[config.mk]
export PLATFORM = sky130hd
export DESIGN_NAME = if_stage
export DESIGN_NICKNAME = d
export VERILOG_FILES = /design/src/rtl/if_stage_pkg.sv /design/src/rtl/if_stage.sv
export SDC_FILE = /design/constraint.sdc
export NUM_CORES = 1
export LEC_CHECK = 0
export CAP_MARGIN = 30
export CORE_MARGIN = 5
export CORE_UTILIZATION = 30
export CTS_BUF_LIST = sky130_fd_sc_hd__clkbuf_8
export DETAILED_ROUTE_END_ITERATION = 16
export PLACE_DENSITY = 0.61
export SKIP_CTS_REPAIR_TIMING = 1
export SLEW_MARGIN = 20
export SYNTH_ARGS = -nofsm -noshare
export SYNTH_HDL_FRONTEND = slang
export SYNTH_SLANG_ARGS = --single-unit
[constraint.sdc]
create_clock -name clk_in -period 6.8 [get_ports clk_in]
set_input_delay 1.36 -clock clk_in [delete_from_list [all_inputs] [get_ports clk_in]]
set_output_delay 1.36 -clock clk_in [all_outputs]
set_load 0.1 [all_outputs]
[src/rtl/if_stage_pkg.sv]
// Shared types and constants for the instruction-fetch stage: state encodings,
// word/byte types and the PC step.
package if_stage_pkg;

  typedef logic [31:0] addr_t;
  typedef logic [31:0] inst_t;
  typedef logic [7:0]  byte_t;

  localparam addr_t      ZERO32         = 32'h0000_0000;
  localparam addr_t      PC_INC         = 32'd4;
  localparam logic [2:0] BYTES_PER_INST = 3'd4;

  localparam logic [0:0] IF_FETCH = 1'b0;
  localparam logic [0:0] IF_VALID = 1'b1;

  function automatic addr_t byte_addr(input addr_t base, input logic [2:0] idx);
    return base + {29'b0, idx};
  endfunction

endpackage

[src/rtl/if_stage.sv]
// Instruction fetch: assembles each 32-bit instruction from four byte reads on
// the shared 8-bit memory port and presents it with its PC to IF/ID.
module if_stage
  import if_stage_pkg::*;
#(
  parameter logic [31:0] RESET_PC = 32'h0000_0000
) (
  input  logic        clk_in,
  input  logic        rst_in,
  input  logic        stall_in,
  input  logic        branch_taken_in,
  input  logic [31:0] branch_target_in,
  output logic        mem_req_out,
  output logic [31:0] mem_addr_out,
  input  logic        mem_gnt_in,
  input  logic [7:0]  mem_rdata_in,
  output logic [31:0] pc_out,
  output logic [31:0] inst_out,
  output logic        inst_valid_out
);

  logic [0:0] state;
  addr_t      fetch_pc;
  logic [2:0] issue_cnt;
  logic [2:0] recv_cnt;
  logic       pending;
  logic [23:0] byte_buf;

  logic  req;
  addr_t req_addr;
  logic  fire;

  // In VALID the next word's byte 0 is requested in the consuming cycle itself,
  // which is what keeps throughput at one instruction per five cycles.
  always_comb begin
    req      = 1'b0;
    req_addr = fetch_pc;
    if (state == IF_FETCH) begin
      req      = (issue_cnt < BYTES_PER_INST) && !branch_taken_in;
      req_addr = byte_addr(fetch_pc, issue_cnt);
    end else begin
      req      = !stall_in && !branch_taken_in;
      req_addr = fetch_pc + PC_INC;
    end
    fire         = req && mem_gnt_in;
    mem_req_out  = req && !rst_in;
    mem_addr_out = rst_in ? ZERO32 : req_addr;
  end

  always_ff @(posedge clk_in or posedge rst_in) begin
    if (rst_in) begin
      state          <= IF_FETCH;
      fetch_pc       <= RESET_PC;
      issue_cnt      <= 3'd0;
      recv_cnt       <= 3'd0;
      pending        <= 1'b0;
      pc_out         <= ZERO32;
      inst_out       <= ZERO32;
      inst_valid_out <= 1'b0;
    end else if (branch_taken_in) begin
      state          <= IF_FETCH;
      fetch_pc       <= branch_target_in;
      issue_cnt      <= 3'd0;
      recv_cnt       <= 3'd0;
      pending        <= 1'b0;
      inst_valid_out <= 1'b0;
    end else if (state == IF_VALID) begin
      if (!stall_in) begin
        state          <= IF_FETCH;
        fetch_pc       <= fetch_pc + PC_INC;
        issue_cnt      <= fire ? 3'd1 : 3'd0;
        recv_cnt       <= 3'd0;
        pending        <= fire;
        inst_valid_out <= 1'b0;
      end
    end else begin
      pending <= fire;
      if (fire) begin
        issue_cnt <= issue_cnt + 3'd1;
      end
      if (pending) begin
        recv_cnt <= recv_cnt + 3'd1;
        if (recv_cnt == BYTES_PER_INST - 3'd1) begin
          inst_out       <= {mem_rdata_in, byte_buf};
          pc_out         <= fetch_pc;
          inst_valid_out <= 1'b1;
          state          <= IF_VALID;
        end
      end
    end
  end

  // Little-endian assembly of the first three bytes; the fourth goes straight
  // into inst_out.
  always_ff @(posedge clk_in) begin
    if (state == IF_FETCH && pending && !branch_taken_in) begin
      case (recv_cnt[1:0])
        2'd0:    byte_buf[7:0]   <= mem_rdata_in;
        2'd1:    byte_buf[15:8]  <= mem_rdata_in;
        2'd2:    byte_buf[23:16] <= mem_rdata_in;
        default: ;
      endcase
    end
  end

endmodule
== Word-level counts from Yosys, hierarchy flattened ==
Index checks and enable logic that the tools add are counted.

* Output and inout bits: 98
* Memory bits (writable): 0
* Bits in latches: 0
* Memories kept: 0
* Register bits after elaboration: 129
* ROM bits: 0
* Logic and storage cells: 73

* Bitwise operators: 2
* Multiply operators: 0
* Mux-type cells: 28
* Magnitude comparators: 1
* Equal/unequal tests: 5
* Div/mod/pow operators: 0
* Shift-type cells: 0
* Add/sub/neg operators: 4
* Reduce and logical (&&, ||, !) cells: 22

{| class="wikitable"
|+ Operator list
! kind !! number
|-
| 2-to-1 mux 32 bit || 5
|-
| adder 32 x 3 -> 32 bit || 1
|-
| adder 32 x 3 -> 32 bit, second input constant || 1
|-
| 2-to-1 mux 3 bit || 8
|-
| 2-to-1 mux 1 bit || 15
|-
| AND reduction 2 bit || 6
|-
| nonzero test 3 bit || 3
|-
| adder 3 x 1 -> 3 bit, second input constant || 2
|-
| logical AND 1 bit || 6
|-
| AND reduction 4 bit || 1
|-
| == test 3 x 2 -> 1 bit, second input constant || 1
|-
| zero test 1 bit || 3
|-
| < comparator 3 bit, second input constant || 1
|-
| != test 3 bit, second input constant || 1
|-
| AND reduction 3 bit || 1
|-
| == test 2 x 1 -> 1 bit, second input constant || 1
|-
| == test 2 bit, second input constant || 1
|-
| zero test 2 bit || 1
|-
| != test 2 x 1 -> 1 bit, second input constant || 1
|-
| inverter 1 bit || 2
|-
| nonzero test 2 bit || 1
|}

== Depth between registers and ports, before layout ==
* Depth in word-level cells: 8
* Depth in mapped cells: 8
* Depth with buffers taken out: 6

== Least setup slack after synthesis ==
Ideal clock, no wire load.

* Path type: in2out
* From: input port rst_in
* To: output port mem_addr_out[30]
* Required time: 5.440 ns
* Arrival time: 5.093 ns
* Path buffers: 1
* Path slack: 0.347 ns
* Stages on the path: 4
* Cells stage by stage: clkbuf_1 inv_1 o311ai_0 o41ai_1

* Cells in the longest elaborated chain, start to end: 1

{| class="wikitable"
|+ RTL lines
! element !! RTL line !! source
|-
| start: declaration || if_stage.sv:9 || <nowiki>input logic rst_in,</nowiki>
|-
| 2-to-1 mux 32 bit || if_stage.sv:47 || <nowiki>mem_addr_out = rst_in ? ZERO32 : req_addr;</nowiki>
|-
| end: declaration || if_stage.sv:14 || <nowiki>output logic [31:0] mem_addr_out,</nowiki>
|}

Every way passes these cells.

== Worst setup path in the final report ==
* From: register state
* To: output port mem_addr_out[29]

* Cells in the longest elaborated chain, start to end: 2

{| class="wikitable"
|+ RTL lines
! element !! RTL line !! source
|-
| start: declaration || if_stage.sv:22 || <nowiki>logic [0:0] state;</nowiki>
|-
| start signal: assignment || if_stage.sv:52 || <nowiki>state <= IF_FETCH;</nowiki>
|-
| start signal: assignment || if_stage.sv:61 || <nowiki>state <= IF_FETCH;</nowiki>
|-
| start signal: assignment || if_stage.sv:69 || <nowiki>state <= IF_FETCH;</nowiki>
|-
| 2-to-1 mux 32 bit || if_stage.sv:38 || <nowiki>if (state == IF_FETCH) begin</nowiki>
|-
| 2-to-1 mux 32 bit || if_stage.sv:47 ||
|}

Every way passes these cells.

==> run summary <==
tightest slew margin relative to the limit - 31.9%
Hold WC Path Type - reg2reg
Clock Path Buffers - 2
Layout Area Growth over Synthesis - 29.2%
post-synthesis instance area - 6550 µm²
wire length of the first global-routing pass - 28.2 mm
CORE AREA - 21700 µm²
clock transition time at the flip-flop clock pins of the worst setup and hold paths - 80 ps
sort of element at the start of the critical path - flop
Max rail drop VDD - 0.117 mV
Slew Limit Fails - 0
total inserted antenna cells - 0
die width - 158 µm
actual slew at the worst max-slew pin - 1020 ps
global-route usage over all layers - 14.5%
number of rows in the core area - 54
setup repair after global routing missed its margin - false
delay of the slowest cell on the worst path - 1130 ps
fraction of the mapped netlist area in compound gates - 10.1%
TritonCTS clock tree - built
share of synthesized cell area in and, or, nand and nor gates - 16.5%
area share of xor/xnor cells in the synthesized design - 2.41%
Via density - 5.12
Die ar. - 24900 µm²
number of synthesized register bits - 129
multiplexer fraction of the synthesized cell area - 13.0%
required time of the critical path - 5440 ps
data arrival time at the worst-slack endpoint - 4010 ps
most prevalent standard cell on the critical path - sky130_fd_sc_hd__mux2_2
Final Hold Viols - 0
area leader, netlist - sky130_fd_sc_hd__dfrtp_1
power density over the cells - 229 nW/µm²
critical-path maximum fanout - 24
H-tree levels - 4
proportion of netlist area held by the largest area contributor - 40.1%
Pre-antenna DRT Iters - 5
highest clock frequency the design can meet - 0.186 GHz
largest net degree at the start of global routing - 61
number of maximum-capacitance constraint violations - 0
sequential cell area fraction in the yosys report - 51.1%
proportion of layout cells with a drive suffix above 1 - 21.8%
detailed-placement wirelength estimate - 12.3 mm
Setup CP Type - reg2out
initial antenna violation count - 0
overall via count from detail_route - 5090
Fin Clk Skew - 12.1 ps
Clock Root Buffer - sky130_fd_sc_hd__clkbuf_8
remaining design rule violation count - 0
adder-cell area share of the yosys netlist - 2.22%
placed standard-cell area - 8060 µm²
Slowest-stage cell, CP - sky130_fd_sc_hd__clkdlybuf4s50_1
Layout Nets - 758
final worst path period share - 79.0%
minimum clock period - 5370 ps
clock buffers created by TritonCTS - 17
Synth Instances - 583
Die Y-Extent - 158 µm
main combinational cell family by area after synthesis - simple AND/OR/NAND/NOR gates
run status - completed
chain of cells forming the critical path - mux2_2, a32oi_1, nor4_1, mux2_2, clkdlybuf4s50_1
Avg Inst Size Synth - 11.2 µm²
initial drt markers - 271
predominant post-synthesis flop cell - sky130_fd_sc_hd__dfrtp_1
total setup violations reported at the end of the flow - 0
last weighted congestion value of the routability-driven placer - 0.768
starting density of the core - 30.2%
Area contributors post-synth - sky130_fd_sc_hd__dfrtp_1 40%, sky130_fd_sc_hd__mux2_2 12%, sky130_fd_sc_hd__edfxtp_1 11%
wire length after detailed routing - 17.9 mm
number of global-route vias before repair - 4903
Unique masters post-synth - 54
synthesized net count - 639
latest clock arrival within the worst-skew pair - 440 ps
number of nets with antenna violations after routing - 0
Post-synth EDFFs - 24
share of async-settable or async-resettable flops after synthesis - 81.4%
Synth Warn # - 0
Wirelength per Cell - 18.0 µm
count of boundary I/O pins - 143
port buffer count - 142
type of destination of the critical path - primary output
setup TNS - 0 ps
Clock Sinks - 129
leakage power of the design - 3.41 nW
Post-Route Utilization - 39.0%
GRT Residual Overflow - 0
Design Area, Final - 8460 µm²
-- critical path, delay by kind of cell (launching register included) --
kind | cells | cell delay (ps)
compound gates | 1 | 750
flops | 1 | 880
mux | 2 | 710
buf+inv | 1 | 1130
simple gates | 1 | 110
-- registers in the layout (all words and copies together) (netlist names) --
signal	cells
byte_buf	24
fetch_pc	32
inst_out	32
inst_valid_out	1
issue_cnt	3
pc_out	32
pending	1
recv_cnt	3
state	1
-- layout by cell type, fill, tap and decap left out, types with 3 or more instances in the layout --
cell type	Yosys	final
sky130_fd_sc_hd__clkbuf_8	6	17
sky130_fd_sc_hd__clkdlybuf4s50_1	0	114
sky130_fd_sc_hd__nor3_1	4	3
sky130_fd_sc_hd__and3_1	6	6
sky130_fd_sc_hd__a21o_1	3	3
sky130_fd_sc_hd__a21oi_1	28	28
sky130_fd_sc_hd__nor2_1	33	33
sky130_fd_sc_hd__a31oi_1	10	10
sky130_fd_sc_hd__inv_6	0	5
sky130_fd_sc_hd__and4_1	8	8
sky130_fd_sc_hd__nand2_1	36	36
sky130_fd_sc_hd__o21ai_0	23	23
sky130_fd_sc_hd__o211ai_1	6	6
sky130_fd_sc_hd__inv_1	6	5
sky130_fd_sc_hd__nand4_1	13	13
sky130_fd_sc_hd__or4_1	27	27
sky130_fd_sc_hd__dfrtp_1	105	105
sky130_fd_sc_hd__o31ai_1	22	22
sky130_fd_sc_hd__mux2i_1	4	4
sky130_fd_sc_hd__xor2_1	8	8
sky130_fd_sc_hd__mux2_2	72	72
sky130_fd_sc_hd__xnor2_1	10	10
sky130_fd_sc_hd__o311ai_0	3	3
sky130_fd_sc_hd__buf_4	2	36
sky130_fd_sc_hd__nand3_1	16	16
sky130_fd_sc_hd__clkinv_4	0	3
sky130_fd_sc_hd__nor2b_1	6	6
sky130_fd_sc_hd__a211oi_1	3	3
sky130_fd_sc_hd__or3_1	7	7
sky130_fd_sc_hd__and2_1	3	3
sky130_fd_sc_hd__edfxtp_1	24	24
sky130_fd_sc_hd__nor4_1	6	6
sky130_fd_sc_hd__ha_1	10	10
-- final cells by class --
class	instances	area [µm²]
clock buffer	17	234
multi-input combinational	395	2900
inverter	6	25.0
sequential	129	3350
tap	280	350
clock inverter	15	148
timing repair buffer	153	1460
fill	2089	13200
-- where the power goes --
| part | switching, W | internal (W) |
|---|---|---|
| clock network | 0.000343 | 0.000299 |
| logic | 0.000300 | 0.000116 |
| registers | 0.0000553 | 0.000821 |
| total | 0.000699 | 0.00124 |
-- cell families after synthesis --
group / count (synthesis)
compound gates: 105
xor+xnor: 18
fa+ha+maj: 11
buf+inv: 59
flops: 129
mux: 76
simple gates: 185
-- worst paths after layout --
path,startpoint,to,slack [ps],cells after the start
max in group asynchronous,rst_in,fetch_pc[13],3730,5
hold / removal,byte_buf[13],inst_out[13],480,1
min in group asynchronous,rst_in,fetch_pc[8],1500,3
hold reg to reg,byte_buf[13],inst_out[13],480,1
setup / recovery,state,mem_addr_out[29],1430,5
setup reg to reg,state,fetch_pc[31],4130,4
-- routing by layer --
layer	track usage, %	share of wire (%)	wire length [µm]	vias to the layer above
met5	0	0	0	-
met4	3.56	0.72	129	0
met3	3.06	4.7	849	6
met2	22.0	46	8300	129
met1	21.2	48	8630	2534
li1	-	-	-	2421
-- synth_stat cells, types with 4 or more instances --
library cell and n:
sky130_fd_sc_hd__inv_1 6, sky130_fd_sc_hd__nor2b_1 6, sky130_fd_sc_hd__nand4_1 13, sky130_fd_sc_hd__and3_1 6, sky130_fd_sc_hd__xnor2_1 10, sky130_fd_sc_hd__mux2_2 72
sky130_fd_sc_hd__o31ai_1 22, sky130_fd_sc_hd__or3_1 7, sky130_fd_sc_hd__nor2_1 33, sky130_fd_sc_hd__clkbuf_1 35, sky130_fd_sc_hd__and4_1 8, sky130_fd_sc_hd__dfrtp_1 105
sky130_fd_sc_hd__buf_2 8, sky130_fd_sc_hd__nor3_1 4, sky130_fd_sc_hd__nand3_1 16, sky130_fd_sc_hd__mux2i_1 4, sky130_fd_sc_hd__clkbuf_8 6, sky130_fd_sc_hd__o211ai_1 6
sky130_fd_sc_hd__a31oi_1 10, sky130_fd_sc_hd__nand2_1 36, sky130_fd_sc_hd__ha_1 10, sky130_fd_sc_hd__edfxtp_1 24, sky130_fd_sc_hd__or4_1 27, sky130_fd_sc_hd__xor2_1 8
sky130_fd_sc_hd__o21ai_0 23, sky130_fd_sc_hd__nor4_1 6, sky130_fd_sc_hd__a21oi_1 28
-- through the flow --
| step | power [W] | setup slack, ps | hold WS [ps] | std cells |
|---|---|---|---|---|
| final | 0.00194 | 1430 | 479 | 995 |
| after global routing | 0.00203 | 1190 | 492 | 995 |
| after CTS | 0.00196 | 1370 | 482 | 994 |
| after detailed placement | 0.00131 | 1880 | 463 | 962 |
| after global placement | 0.00131 | 1890 | 457 | 961 |
| after floorplan | 0.00119 | 347 | 454 | 583 |
(Power assumes the default switching activity.)
